### config.mk
export PLATFORM = sky130hd
export DESIGN_NAME = pipe_stage_reg
export DESIGN_NICKNAME = d
export VERILOG_FILES = /design/src/rtl/pipe_pkg.sv /design/src/rtl/pipe_entry.sv /design/src/rtl/pipe_stage_reg.sv
export SDC_FILE = /design/constraint.sdc
export NUM_CORES = 1
export LEC_CHECK = 0
export CAP_MARGIN = 20
export CORE_MARGIN = 4
export CORE_UTILIZATION = 41
export DETAILED_ROUTE_END_ITERATION = 7
export HOLD_SLACK_MARGIN = 0.08
export PLACE_DENSITY_LB_ADDON = 0.1
export SLEW_MARGIN = 5
export SYNTH_ARGS = -nofsm -noshare
export SYNTH_HDL_FRONTEND = slang
export SYNTH_SLANG_ARGS = --single-unit
export TNS_END_PERCENT = 30
### constraint.sdc
create_clock -name clk -period 1.7 [get_ports clk]
set_input_delay 0.425 -clock clk [delete_from_list [all_inputs] [get_ports clk]]
set_output_delay 0.425 -clock clk [all_outputs]
set_load 0.01 [all_outputs]
### src/rtl/pipe_pkg.sv
// Shared widths, bubble encoding and helpers for the inter-stage pipeline register.
// No logic of its own; pure declarations.
// Tnew decrement helper saturates at zero so a ready-now result never wraps.
package pipe_pkg;

  localparam int DATA_W_DEF      = 32;
  localparam int TNEW_W_DEF      = 2;
  localparam int STALL_CNT_W_DEF = 16;

  // NOP encoding carried by empty slots.
  localparam logic [31:0] NOP_DATA = 32'h0000_0000;

  // Sideband that travels next to the payload.
  typedef struct packed {
    logic [TNEW_W_DEF-1:0] tnew;
    logic                  regwrite;
  } side_t;

  // Saturating decrement applied once when an instruction is captured.
  function automatic logic [31:0] tnew_dec(input logic [31:0] t);
    return (t == 32'd0) ? 32'd0 : t - 32'd1;
  endfunction

endpackage

### src/rtl/pipe_entry.sv
// Single pipeline slot: valid bit, payload and sideband with bubble-on-empty.
// Latency: load visible on the outputs one cycle later.
// Backpressure: contents are held whenever neither load nor drain is asserted.
module pipe_entry
  import pipe_pkg::*;
#(
  parameter int                DATA_W      = DATA_W_DEF,
  parameter int                TNEW_W      = TNEW_W_DEF,
  parameter logic [DATA_W-1:0] BUBBLE_DATA = DATA_W'(NOP_DATA)
) (
  input  logic              clk,
  input  logic              reset,
  input  logic              clear,
  input  logic              load,
  input  logic              drain,
  input  logic [DATA_W-1:0] d_data,
  input  logic [TNEW_W-1:0] d_tnew,
  input  logic              d_regwrite,
  output logic              valid,
  output logic [DATA_W-1:0] data,
  output logic [TNEW_W-1:0] tnew,
  output logic              regwrite
);

  // Slot update: reset/clear beat load, load beats drain; an empty slot always holds the bubble.
  always_ff @(posedge clk) begin
    if (reset || clear) begin
      valid    <= 1'b0;
      data     <= BUBBLE_DATA;
      tnew     <= '0;
      regwrite <= 1'b0;
    end else if (load) begin
      valid    <= 1'b1;
      data     <= d_data;
      tnew     <= d_tnew;
      regwrite <= d_regwrite;
    end else if (drain) begin
      valid    <= 1'b0;
      data     <= BUBBLE_DATA;
      tnew     <= '0;
      regwrite <= 1'b0;
    end
  end

endmodule

### src/rtl/pipe_stage_reg.sv
// Inter-stage pipeline register with valid/ready, flush, bubble forcing, optional skid and stall counter.
// Latency: 1 cycle from input transfer to out_valid when the main slot is empty or draining.
// Backpressure: SKID=1 absorbs one extra word and drops in_ready registered; SKID=0 passes out_ready through.
module pipe_stage_reg
  import pipe_pkg::*;
#(
  parameter int                DATA_W      = DATA_W_DEF,
  parameter int                TNEW_W      = TNEW_W_DEF,
  parameter int                SKID        = 1,
  parameter logic [DATA_W-1:0] BUBBLE_DATA = DATA_W'(NOP_DATA),
  parameter int                STALL_CNT_W = STALL_CNT_W_DEF
) (
  input  logic                   clk,
  input  logic                   reset,
  input  logic                   flush,
  input  logic                   in_valid,
  output logic                   in_ready,
  input  logic [DATA_W-1:0]      in_data,
  input  logic [TNEW_W-1:0]      in_tnew,
  input  logic                   in_regwrite,
  output logic                   out_valid,
  input  logic                   out_ready,
  output logic [DATA_W-1:0]      out_data,
  output logic [TNEW_W-1:0]      out_tnew,
  output logic                   out_regwrite,
  output logic [STALL_CNT_W-1:0] stall_cnt
);

  logic              main_valid;
  logic [DATA_W-1:0] main_data;
  logic [TNEW_W-1:0] main_tnew;
  logic              main_regwrite;

  logic              skid_valid;
  logic [DATA_W-1:0] skid_data;
  logic [TNEW_W-1:0] skid_tnew;
  logic              skid_regwrite;

  logic              in_xfer;
  logic              out_xfer;
  logic              main_load;
  logic [TNEW_W-1:0] cap_tnew;

  assign in_xfer  = in_valid && in_ready;
  assign out_xfer = main_valid && out_ready;

  // Tnew ages by one only when the instruction is captured from upstream.
  assign cap_tnew = TNEW_W'(tnew_dec(32'(in_tnew)));

  // A full skid always holds the next-oldest word, so it takes precedence over the input.
  logic [DATA_W-1:0] main_d_data;
  logic [TNEW_W-1:0] main_d_tnew;
  logic              main_d_regwrite;
  assign main_d_data     = skid_valid ? skid_data     : in_data;
  assign main_d_tnew     = skid_valid ? skid_tnew     : cap_tnew;
  assign main_d_regwrite = skid_valid ? skid_regwrite : in_regwrite;

  generate
    if (SKID != 0) begin : g_skid
      logic skid_load;

      assign in_ready  = !skid_valid;
      assign main_load = (out_xfer && skid_valid) || (in_xfer && (!main_valid || out_ready));
      assign skid_load = in_xfer && main_valid && !out_ready;

      pipe_entry #(
        .DATA_W      (DATA_W),
        .TNEW_W      (TNEW_W),
        .BUBBLE_DATA (BUBBLE_DATA)
      ) u_skid (
        .clk        (clk),
        .reset      (reset),
        .clear      (flush),
        .load       (skid_load),
        .drain      (out_xfer),
        .d_data     (in_data),
        .d_tnew     (cap_tnew),
        .d_regwrite (in_regwrite),
        .valid      (skid_valid),
        .data       (skid_data),
        .tnew       (skid_tnew),
        .regwrite   (skid_regwrite)
      );
    end else begin : g_noskid
      assign in_ready      = !main_valid || out_ready;
      assign main_load     = in_xfer;
      assign skid_valid    = 1'b0;
      assign skid_data     = BUBBLE_DATA;
      assign skid_tnew     = '0;
      assign skid_regwrite = 1'b0;
    end
  endgenerate

  pipe_entry #(
    .DATA_W      (DATA_W),
    .TNEW_W      (TNEW_W),
    .BUBBLE_DATA (BUBBLE_DATA)
  ) u_main (
    .clk        (clk),
    .reset      (reset),
    .clear      (flush),
    .load       (main_load),
    .drain      (out_xfer),
    .d_data     (main_d_data),
    .d_tnew     (main_d_tnew),
    .d_regwrite (main_d_regwrite),
    .valid      (main_valid),
    .data       (main_data),
    .tnew       (main_tnew),
    .regwrite   (main_regwrite)
  );

  assign out_valid    = main_valid;
  assign out_data     = main_data;
  assign out_tnew     = main_tnew;
  assign out_regwrite = main_regwrite && main_valid;

  // Count backpressured cycles, saturating; only reset clears it (flush does not).
  always_ff @(posedge clk) begin
    if (reset) begin
      stall_cnt <= '0;
    end else if (main_valid && !out_ready && (stall_cnt != '1)) begin
      stall_cnt <= stall_cnt + STALL_CNT_W'(1);
    end
  end

endmodule

==> flow_summary.json, run 1 <==
{
  "n_antenna_cell": 0,
  "first_global_vias": 3192,
  "status": "finished, final reports clean",
  "place.port_buffers": 92,
  "ant_nets": 0,
  "area_growth_syn_to_layout_pct": 42.1,
  "finalHoldViolCount": 0,
  "endpoint_kind": "output pin",
  "cap_viol_max_count": 0,
  "rows": 34,
  "final_net_count": 534,
  "timing.critical_path.slowest_cell_delay_ps": 540,
  "globalplace.congestion": 0.841,
  "synth_cell_types": 42,
  "reg2reg_slack_ps": 120,
  "maxSlewHeadroom_pct": 70.7,
  "clock-sinks": 88,
  "mappedNetlistNets": 432,
  "critical_path.cell_chain": "clkdlybuf4s50_1",
  "final_max_slew_violation_count": 0,
  "htree_levels": 3,
  "postSynthAreaPerCell_sq_um": 9.52,
  "wl_per_cell_microns": 15.8,
  "unrepaired_setup_endpoints_after_global_routing": "false",
  "root_buffer": "sky130_fd_sc_hd__clkbuf_8",
  "wirelength_mm": 9.59,
  "synth_xor_area_share_pct": 0.235,
  "startpoint_type": "register",
  "grt_start_max_net_pins": 73,
  "die_height_microns": 103,
  "postSynthCellCount": 391,
  "first_pass_grt_wire_length_mm": 15.5,
  "period_utilisation_layout_pct": 97.2,
  "clk-insertion-delay-late_ps": 350,
  "postSynth.topFlopCell": "sky130_fd_sc_hd__dfxtp_1",
  "worstHoldPathType": "reg2reg",
  "dr.first_iter.drc_count": 89,
  "combinational_family_with_the_most_area_after_synthesis": "compound AO/OA/AOI/OAI gates",
  "setup_slack_ps": 48.1,
  "final_cell_mix": "sky130_fd_sc_hd__dfxtp_1, sky130_fd_sc_hd__nor2_1, sky130_fd_sc_hd__a22oi_1",
  "endpoint_required_time_on_the_critical_path_ps": 1270,
  "yosys_warnings": 0,
  "final-setup-viol-count": 0,
  "slowest_cell_on_the_critical_path": "sky130_fd_sc_hd__clkdlybuf4s50_1",
  "cts_max_path_buffers": 2,
  "remaining_drc_errors": 0,
  "n_fill_cell": 773,
  "ir_drop_uv": 584,
  "grt_util_all_layers_pct": 18.2,
  "cp_data_arrival_time_ps": 1230,
  "firstDrtPassIters": 5,
  "cts.hold.buffers_added": 0,
  "via_per_inst": 5.52,
  "async_flop_share_pct": 0,
  "cpLargestDelayFamily": "buffers and inverters",
  "synth.cell_area_sq_um": 3720,
  "period_minus_slack_ps": 1650,
  "share_of_cells_above_drive_strength_1_pct": 22.3,
  "cp_max_fo": 2,
  "initial_core_util_pct": 42.5,
  "synth.mux.area_fraction_pct": 10.3,
  "synth_compound_area_share_pct": 20.5,
  "max_freq_mhz": 605,
  "postLayoutCoreUtil_pct": 60.4,
  "clk_pin_slew_worst_paths_ps": 90,
  "pnr_total_power_w": 0.00419,
  "tritoncts": "built",
  "hpwlAfterDp_mm": 6.11,
  "core_area_sq_um": 8760,
  "globalRouteOverflowTotal": 0,
  "timing_worst_setup_path_type": "reg2out",
  "total_leakage_power_nw": 2.42,
  "post_synth_simple_gate_area_pct": 16.3,
  "post_place_setup_slack_ps": -568,
  "boundaryPins": 93,
  "fin_tns_setup_ps": 0,
  "skew_ps": 9.83,
  "num_vias": 3348,
  "synth_edf_count": 0,
  "synth-adder-area-share_pct": 0.336,
  "number_of_antenna_violations_at_the_first_check_in_global_routing": 0,
  "worst-slew-pin-transition_ps": 440,
  "path_buf_inv": 1,
  "layout_commonest_cell": "sky130_fd_sc_hd__dfxtp_1",
  "chipWidth_microns": 103,
  "synth_seq_area_share_pct": 47.3,
  "post_synthesis_sequential_element_count": 88,
  "tritoncts_buffer_count": 9,
  "p_per_area_nw_per_um2": 792,
  "design.die.area_sq_um": 10700
}
## path summary, 6_finish.rpt
check / startpoint / cells past startpoint / to
setup / recovery: u_main.data[5] / 1 / out_data[5]
hold / removal: g_skid.u_skid.data[4] / 2 / g_skid.u_skid.data[4]
setup reg to reg: stall_cnt[3] / 4 / stall_cnt[15]
hold reg to reg: g_skid.u_skid.data[4] / 2 / g_skid.u_skid.data[4]
## where the power goes
group	total [W]	switching (W)	internal [W]
combinational	0.000443	0.000204	0.000239
sequential	0.00211	0.0000198	0.00209
clock	0.00163	0.000761	0.000874
## cells by family (layout without fill, tap and decap cells)
kind of cell / count (synthesis) / count (layout)
fa+ha+maj: 1 / 1
xor+xnor: 1 / 1
simple gates: 123 / 123
compound gates: 106 / 107
flops: 88 / 88
mux: 34 / 34
buf+inv: 38 / 144
## worst register-to-register path, delay by kind of cell, from the launching register on
family,cells,cell delay [ps]
simple gates,3,950
compound gates,1,130
flops,1,430
## state kept, by name (all words and copies together) (netlist names)
| name | flops |
|---|---|
| g_skid.u_skid.data | 32 |
| g_skid.u_skid.regwrite | 1 |
| g_skid.u_skid.tnew | 2 |
| g_skid.u_skid.valid | 1 |
| stall_cnt | 16 |
| u_main.data | 32 |
| u_main.regwrite | 1 |
| u_main.tnew | 2 |
| u_main.valid | 1 |
## stage by stage
step           area (sq um)  std cells  hold WS, ps
2_1_floorplan          3720        391          454
3_3_place_gp           4840        583          469
3_5_place_dp           4840        583          479
4_1_cts                5090        600          503
5_1_grt                5290        606          510
6_report               5290        606          499
## layout make-up
| cell class | instances | area [sq um] | share of cell area [%] |
|---|---|---|---|
| sequential | 88 | 1780 | 33.7 |
| tap | 108 | 135 | 2.56 |
| multi-input combinational | 266 | 1860 | 35.2 |
| clock buffer | 10 | 138 | 2.60 |
| inverter | 4 | 15.0 | 0.284 |
| timing repair buffer | 124 | 1260 | 23.9 |
| clock inverter | 6 | 90.1 | 1.70 |
## what timing repair did
item / in CTS / in global routing
pin swaps: 4 / 2
endpoints found under the setup margin: 61 / 112
setup buffers: 0 / 6
gates cloned: 1 / 0
resized for setup: 41 / 44
## layer usage
metal	routed length, microns	GRT usage (%)	vias to the layer above
li1	-	-	1640
met1	4510	23.9	1610
met4	111	5.28	0
met5	0	0	-
met2	4430	29.4	89
met3	541	4.90	9
## synth_stat cells (2+ instances only)
| master | count | share of area (%) |
|---|---|---|
| sky130_fd_sc_hd__nand2b_1 | 2 | 0.34 |
| sky130_fd_sc_hd__a21oi_1 | 13 | 1.7 |
| sky130_fd_sc_hd__o21ai_1 | 3 | 0.40 |
| sky130_fd_sc_hd__mux2_1 | 5 | 1.5 |
| sky130_fd_sc_hd__nand4_2 | 2 | 0.67 |
| sky130_fd_sc_hd__and3_1 | 2 | 0.34 |
| sky130_fd_sc_hd__a21oi_2 | 3 | 0.71 |
| sky130_fd_sc_hd__dfxtp_1 | 88 | 47 |
| sky130_fd_sc_hd__nand2_1 | 10 | 1.0 |
| sky130_fd_sc_hd__or4_1 | 8 | 1.6 |
| sky130_fd_sc_hd__o31ai_1 | 9 | 1.8 |
| sky130_fd_sc_hd__nor3_1 | 3 | 0.40 |
| sky130_fd_sc_hd__nor2_1 | 73 | 7.4 |
| sky130_fd_sc_hd__a22oi_1 | 68 | 14 |
| sky130_fd_sc_hd__and4_1 | 3 | 0.71 |
| sky130_fd_sc_hd__nand3_1 | 3 | 0.40 |
| sky130_fd_sc_hd__inv_1 | 4 | 0.40 |
| sky130_fd_sc_hd__a32oi_1 | 2 | 0.47 |
| sky130_fd_sc_hd__buf_2 | 18 | 2.4 |
| sky130_fd_sc_hd__clkbuf_1 | 13 | 1.3 |
| sky130_fd_sc_hd__o21ai_0 | 4 | 0.54 |
| sky130_fd_sc_hd__mux2_2 | 28 | 8.5 |
| sky130_fd_sc_hd__or3_1 | 4 | 0.67 |
| sky130_fd_sc_hd__o21a_1 | 2 | 0.40 |
| sky130_fd_sc_hd__nand4_1 | 4 | 0.67 |
No activity file was read; power rests on OpenSTA's default activity.
==> run 2: changes to the inputs <==
--- a/config.mk
+++ b/config.mk
@@ -11,6 +11,7 @@
 export DETAILED_ROUTE_END_ITERATION = 7
 export HOLD_SLACK_MARGIN = 0.08
 export PLACE_DENSITY_LB_ADDON = 0.1
+export REMOVE_ABC_BUFFERS = 1
 export SLEW_MARGIN = 5
 export SYNTH_ARGS = -nofsm -noshare
 export SYNTH_HDL_FRONTEND = slang
==> flow_summary.json, run 2 (synthesis results as in run 1) <==
{
  "maxSlewHeadroom_pct": 72.7,
  "die_height_microns": 103,
  "remaining_drc_errors": 0,
  "skew_ps": 12.5,
  "final-setup-viol-count": 0,
  "post_place_setup_slack_ps": -628,
  "setup_slack_ps": 23.4,
  "grt_start_max_net_pins": 49,
  "clock-sinks": 88,
  "r2r-start": "u_main.valid",
  "status": "finished, final reports clean",
  "period_minus_slack_ps": 1680,
  "slowest_cell_on_the_critical_path": "sky130_fd_sc_hd__clkdlybuf4s50_1",
  "via_per_inst": 5.45,
  "finalHoldViolCount": 0,
  "tritoncts_buffer_count": 9,
  "endpoint_required_time_on_the_critical_path_ps": 1270,
  "rows": 34,
  "cp_data_arrival_time_ps": 1250,
  "n_antenna_cell": 0,
  "timing.critical_path.slowest_cell_delay_ps": 550,
  "firstDrtPassIters": 4,
  "met2_usage_pct": 31.0,
  "startpoint_type": "register",
  "root_buffer": "sky130_fd_sc_hd__clkbuf_8",
  "clk-insertion-delay-late_ps": 350,
  "ir_drop_uv": 405,
  "number_of_antenna_violations_at_the_first_check_in_global_routing": 0,
  "area_growth_syn_to_layout_pct": 44.2,
  "grt_util_all_layers_pct": 19.1,
  "wl_per_cell_microns": 16.0,
  "total_leakage_power_nw": 2.37,
  "hold_start": "g_skid.u_skid.data[14]",
  "endpoint_kind": "output pin",
  "pnr_total_power_w": 0.00421,
  "cap_viol_max_count": 0,
  "share_of_cells_above_drive_strength_1_pct": 23.3,
  "worstHoldPathType": "reg2reg",
  "place.port_buffers": 92,
  "final_cell_mix": "sky130_fd_sc_hd__dfxtp_1, sky130_fd_sc_hd__nor2_1, sky130_fd_sc_hd__a22oi_1",
  "worst-slew-pin-transition_ps": 409,
  "chipWidth_microns": 103,
  "setup.worst_path.start": "u_main.data[4]",
  "dpl_cell_area_sq_um": 4920,
  "cts_max_path_buffers": 2,
  "final_net_count": 542,
  "dr.first_iter.drc_count": 139,
  "design.die.area_sq_um": 10700,
  "layout_commonest_cell": "sky130_fd_sc_hd__dfxtp_1",
  "core_area_sq_um": 8760,
  "cts.hold.buffers_added": 0,
  "globalRouteMet3Util_pct": 3.02,
  "postLayoutCellArea_sq_um": 5370,
  "cp_max_fo": 2,
  "grt_use_met1_pct": 26.2,
  "cpLargestDelayFamily": "buffers and inverters",
  "globalplace.congestion": 0.794,
  "final_max_slew_violation_count": 0,
  "hpwlAfterDp_mm": 6.26,
  "boundaryPins": 93,
  "htree_levels": 3,
  "max_freq_mhz": 596,
  "period_utilisation_layout_pct": 98.6,
  "unrepaired_setup_endpoints_after_global_routing": "true",
  "first_pass_grt_wire_length_mm": 16.2,
  "p_per_area_nw_per_um2": 785,
  "timing_worst_setup_path_type": "reg2out",
  "tritoncts": "built",
  "grt-busiest-layer": "met2",
  "num_vias": 3345,
  "first_global_vias": 3294,
  "ant_nets": 0,
  "path_buf_inv": 1,
  "clk_pin_slew_worst_paths_ps": 90,
  "globalRouteOverflowTotal": 0,
  "critical_path.cell_chain": "clkdlybuf4s50_1",
  "reg.largest.list": "g_skid.u_skid.data: 32 flops, u_main.data: 32 flops, stall_cnt: 16 flops",
  "fin_worst_hold_slack_ps": 500,
  "wirelength_mm": 9.84,
  "initial_core_util_pct": 42.5
}
==> run 2: stage by stage <==
| stage | TNS [ps] | instances | util (%) |
|---|---|---|---|
| global placement | -37240 | 588 | 56.2 |
| floorplan | -145280 | 357 | - |
| finish | 0 | 614 | 61.3 |
| detailed placement | -40370 | 588 | 56.2 |
| global route | -57.1 | 614 | 61.3 |
| CTS | -52.8 | 612 | 59.8 |
==> run 2: repair_timing <==
item	in CTS	in global routing
buffers inserted	7	2
endpoints found under the setup margin	80	49
cloned	1	0
hold endpoints to repair	0	0
resized for setup	39	33
pin swaps	2	3
==> run 2: layout make-up <==
type | instances | area, sq um
fill | 758 | 3400
multi-input combinational | 266 | 1850
sequential | 88 | 1780
timing repair buffer | 132 | 1350
tap | 108 | 135
clock buffer | 9 | 124
clock inverter | 7 | 101
inverter | 4 | 15.0
==> run 2: tightest hold or removal path, stage by stage, from the launching register on <==
cell                      delay, ps
sky130_fd_sc_hd__dfxtp_1        330
sky130_fd_sc_hd__a22oi_1         60
sky130_fd_sc_hd__nor2_1          70
==> run 2: path summary, 6_finish.rpt <==
path / to / slack [ps] / depth (start not counted)
worst max-delay path: out_data[4] / 20 / 1
worst min-delay path: g_skid.u_skid.data[14] / 500 / 2
worst max register to register: stall_cnt[15] / 50 / 6
worst min register to register: g_skid.u_skid.data[14] / 500 / 2
==> run 2: where the power goes <==
part	total, W	switching, W	internal [W]	leakage (nW)
sequential	0.00211	0.0000175	0.00209	0.720
combinational	0.000471	0.000213	0.000257	1.54
clock	0.00164	0.000789	0.000847	0.112
total	0.00421	0.00102	0.00319	2.37
==> run 2: layer usage <==
layer / vias up / share of wire (%)
met5: - / 0
met4: 0 / 0.89
met3: 7 / 4.5
met2: 63 / 48
met1: 1622 / 47
li1: 1653 / -
==> run 3: changes to the inputs <==
--- a/config.mk
+++ b/config.mk
@@ -5,13 +5,14 @@
 export SDC_FILE = /design/constraint.sdc
 export NUM_CORES = 1
 export LEC_CHECK = 0
-export CAP_MARGIN = 20
+export CAP_MARGIN = 5
 export CORE_MARGIN = 4
 export CORE_UTILIZATION = 41
 export DETAILED_ROUTE_END_ITERATION = 7
 export HOLD_SLACK_MARGIN = 0.08
 export PLACE_DENSITY_LB_ADDON = 0.1
 export REMOVE_ABC_BUFFERS = 1
+export SKIP_CTS_REPAIR_TIMING = 1
 export SLEW_MARGIN = 5
 export SYNTH_ARGS = -nofsm -noshare
 export SYNTH_HDL_FRONTEND = slang
==> constraint.sdc (replaced) <==
create_clock -name clk -period 1.49 [get_ports clk]
set_input_delay 0.3725 -clock clk [delete_from_list [all_inputs] [get_ports clk]]
set_output_delay 0.3725 -clock clk [all_outputs]
set_load 0.01 [all_outputs]
==> flow_summary.json, run 3 (synthesis results as in run 1) <==
{
  "min_delay_path_depth": 4,
  "first_pass_grt_wire_length_mm": 15.6,
  "globalplace.congestion": 0.780,
  "boundaryPins": 93,
  "startpoint_type": "register",
  "tritoncts": "built",
  "cpLargestDelayFamily": "simple AND/OR/NAND/NOR gates",
  "share_of_cells_above_drive_strength_1_pct": 27.0,
  "cap_viol_max_count": 0,
  "fin_tns_setup_ps": -306,
  "violations": "setup timing",
  "endpoint_required_time_on_the_critical_path_ps": 1780,
  "layout_commonest_cell": "sky130_fd_sc_hd__dfxtp_1",
  "finalHoldViolCount": 0,
  "endpoint_kind": "register",
  "setup_slack_ps": -85.7,
  "via_per_inst": 5.40,
  "globalRouteOverflowTotal": 0,
  "clock_power_share_pct": 38.4,
  "reg.largest.list": "g_skid.u_skid.data: 32 flops, u_main.data: 32 flops, stall_cnt: 16 flops",
  "seqPwrFrac_pct": 50.4,
  "num_vias": 3421,
  "initial_core_util_pct": 42.5,
  "worstRegToRegCells": 6,
  "design.die.area_sq_um": 10700,
  "critical_path.cell_chain": "ha_4 -> buf_6 -> and3_4 -> o2111ai_4 -> or4_4 -> a21oi_2",
  "clk-insertion-delay-late_ps": 350,
  "dr.first_iter.drc_count": 136,
  "area_growth_syn_to_layout_pct": 52.6,
  "clock-sinks": 88,
  "firstDrtPassIters": 5,
  "setup.worst_path.start": "stall_cnt[0]",
  "ant_nets": 0,
  "path_buf_inv": 1,
  "skew_ps": 14.0,
  "first_global_vias": 3172,
  "dpl_cell_area_sq_um": 5080,
  "cts_max_path_buffers": 2,
  "worst-slew-pin-transition_ps": 344,
  "timing.critical_path.slowest_cell_delay_ps": 440,
  "clk_pin_slew_worst_paths_ps": 90,
  "chipWidth_microns": 103,
  "root_buffer": "sky130_fd_sc_hd__clkbuf_8",
  "hold_start": "in_valid",
  "p_per_area_nw_per_um2": 839,
  "cp_data_arrival_time_ps": 1870,
  "reg2reg_slack_ps": -90,
  "ir_drop_uv": 545,
  "status": "complete, but fails checks",
  "wl_per_cell_microns": 16.1,
  "cp.depth": 6,
  "timing.hold.worst_endpoint": "u_main.valid",
  "n_antenna_cell": 0,
  "postLayoutCellArea_sq_um": 5680,
  "p_switching_w": 0.00114,
  "final_cell_mix": "sky130_fd_sc_hd__dfxtp_1, sky130_fd_sc_hd__nor2_1, sky130_fd_sc_hd__a22oi_1",
  "r2r-start": "stall_cnt[0]",
  "final-setup-viol-count": 8,
  "tritoncts_buffer_count": 9,
  "max_freq_mhz": 635,
  "n_fill_cell": 732,
  "place.port_buffers": 92,
  "rows": 34,
  "wirelength_mm": 10.2,
  "unrepaired_setup_endpoints_after_global_routing": "true",
  "remaining_drc_errors": 0,
  "power.internal_w": 0.00362,
  "share_comb_of_total_power_pct": 11.2,
  "final_net_count": 562,
  "grt_start_max_net_pins": 52,
  "maxSlewHeadroom_pct": 76.8,
  "htree_levels": 3,
  "timing_worst_setup_path_type": "reg2reg",
  "number_of_antenna_violations_at_the_first_check_in_global_routing": 0,
  "slowest_cell_on_the_critical_path": "sky130_fd_sc_hd__or4_4",
  "period_minus_slack_ps": 1580,
  "period_utilisation_layout_pct": 106,
  "worstHoldPathType": "in2reg",
  "switching_share_pct": 24.0,
  "post_place_setup_slack_ps": -770,
  "final_max_slew_violation_count": 0,
  "hpwlAfterDp_mm": 6.49,
  "grt_util_all_layers_pct": 18.5,
  "fin_worst_hold_slack_ps": 453,
  "die_height_microns": 103,
  "core_area_sq_um": 8760,
  "cp_max_fo": 4,
  "critical_path.reg2reg.endpoint": "stall_cnt[14]",
  "total_leakage_power_nw": 2.95
}
run 3: changes by cell type in the layout (fill, tap and decap cells not counted), moves of 2 or more:
cell and delta:
sky130_fd_sc_hd__dfxtp_4 +4, sky130_fd_sc_hd__dlymetal6s2s_1 +33, sky130_fd_sc_hd__a22oi_2 +3, sky130_fd_sc_hd__dfxtp_2 -5, sky130_fd_sc_hd__buf_6 +3, sky130_fd_sc_hd__a21oi_2 +2, sky130_fd_sc_hd__buf_4 +18, sky130_fd_sc_hd__a21oi_1 -2
sky130_fd_sc_hd__clkdlybuf4s50_1 -11, sky130_fd_sc_hd__dlygate4sd2_1 -21, sky130_fd_sc_hd__a22oi_1 -3
run 3: area by class of cell:
type / count / area, sq um / area share [%]
Clock buffer: 10 / 128 / 2.25
Clock inverter: 6 / 90.1 / 1.59
Multi-Input combinational cell: 266 / 1910 / 33.6
Sequential cell: 88 / 1790 / 31.6
Timing Repair Buffer: 152 / 1610 / 28.4
Tap cell: 108 / 135 / 2.38
Inverter: 4 / 15.0 / 0.264
run 3: how the worst max path moves through the flow:
stage                                        end
after global placement    g_skid.u_skid.data[15]
after floorplan            g_skid.u_skid.tnew[0]
after detailed placement  g_skid.u_skid.data[18]
final                              stall_cnt[14]
after global routing               stall_cnt[14]
after CTS                           out_regwrite
run 3: stage by stage:
step | util, % | instances | power (W)
floorplan | - | 357 | 0.00266
global placement | 57.9 | 610 | 0.00297
detailed placement | 57.9 | 610 | 0.00297
CTS | 60.4 | 626 | 0.00478
global route | 64.8 | 634 | 0.00498
finish | 64.8 | 634 | 0.00476
run 3: per-layer routing:
metal | GRT usage (%) | up-vias | share of wire (%) | wire [microns]
met5 | 0 | - | 0 | 0
met4 | 8.07 | 0 | 2.1 | 216
met3 | 3.82 | 17 | 4.8 | 488
met2 | 27.3 | 73 | 46 | 4730
met1 | 26.0 | 1628 | 47 | 4780
li1 | - | 1703 | - | -
run 3: power by group through the flow:
stage / logic [W] / registers (W) / clock network, W
detailed placement: 0.000508 / 0.00247 / 0
CTS: 0.000511 / 0.00241 / 0.00186
global placement: 0.000505 / 0.00246 / 0
floorplan: 0.000187 / 0.00248 / 0
global route: 0.000577 / 0.00241 / 0.00200
finish: 0.000535 / 0.00240 / 0.00183
run 3: worst reg2reg max path: stages (launching register included):
cell and delay [ps]:
sky130_fd_sc_hd__dfxtp_4 380, sky130_fd_sc_hd__ha_4 160, sky130_fd_sc_hd__buf_6 90, sky130_fd_sc_hd__and3_4 200
sky130_fd_sc_hd__o2111ai_4 120, sky130_fd_sc_hd__or4_4 440, sky130_fd_sc_hd__a21oi_2 130
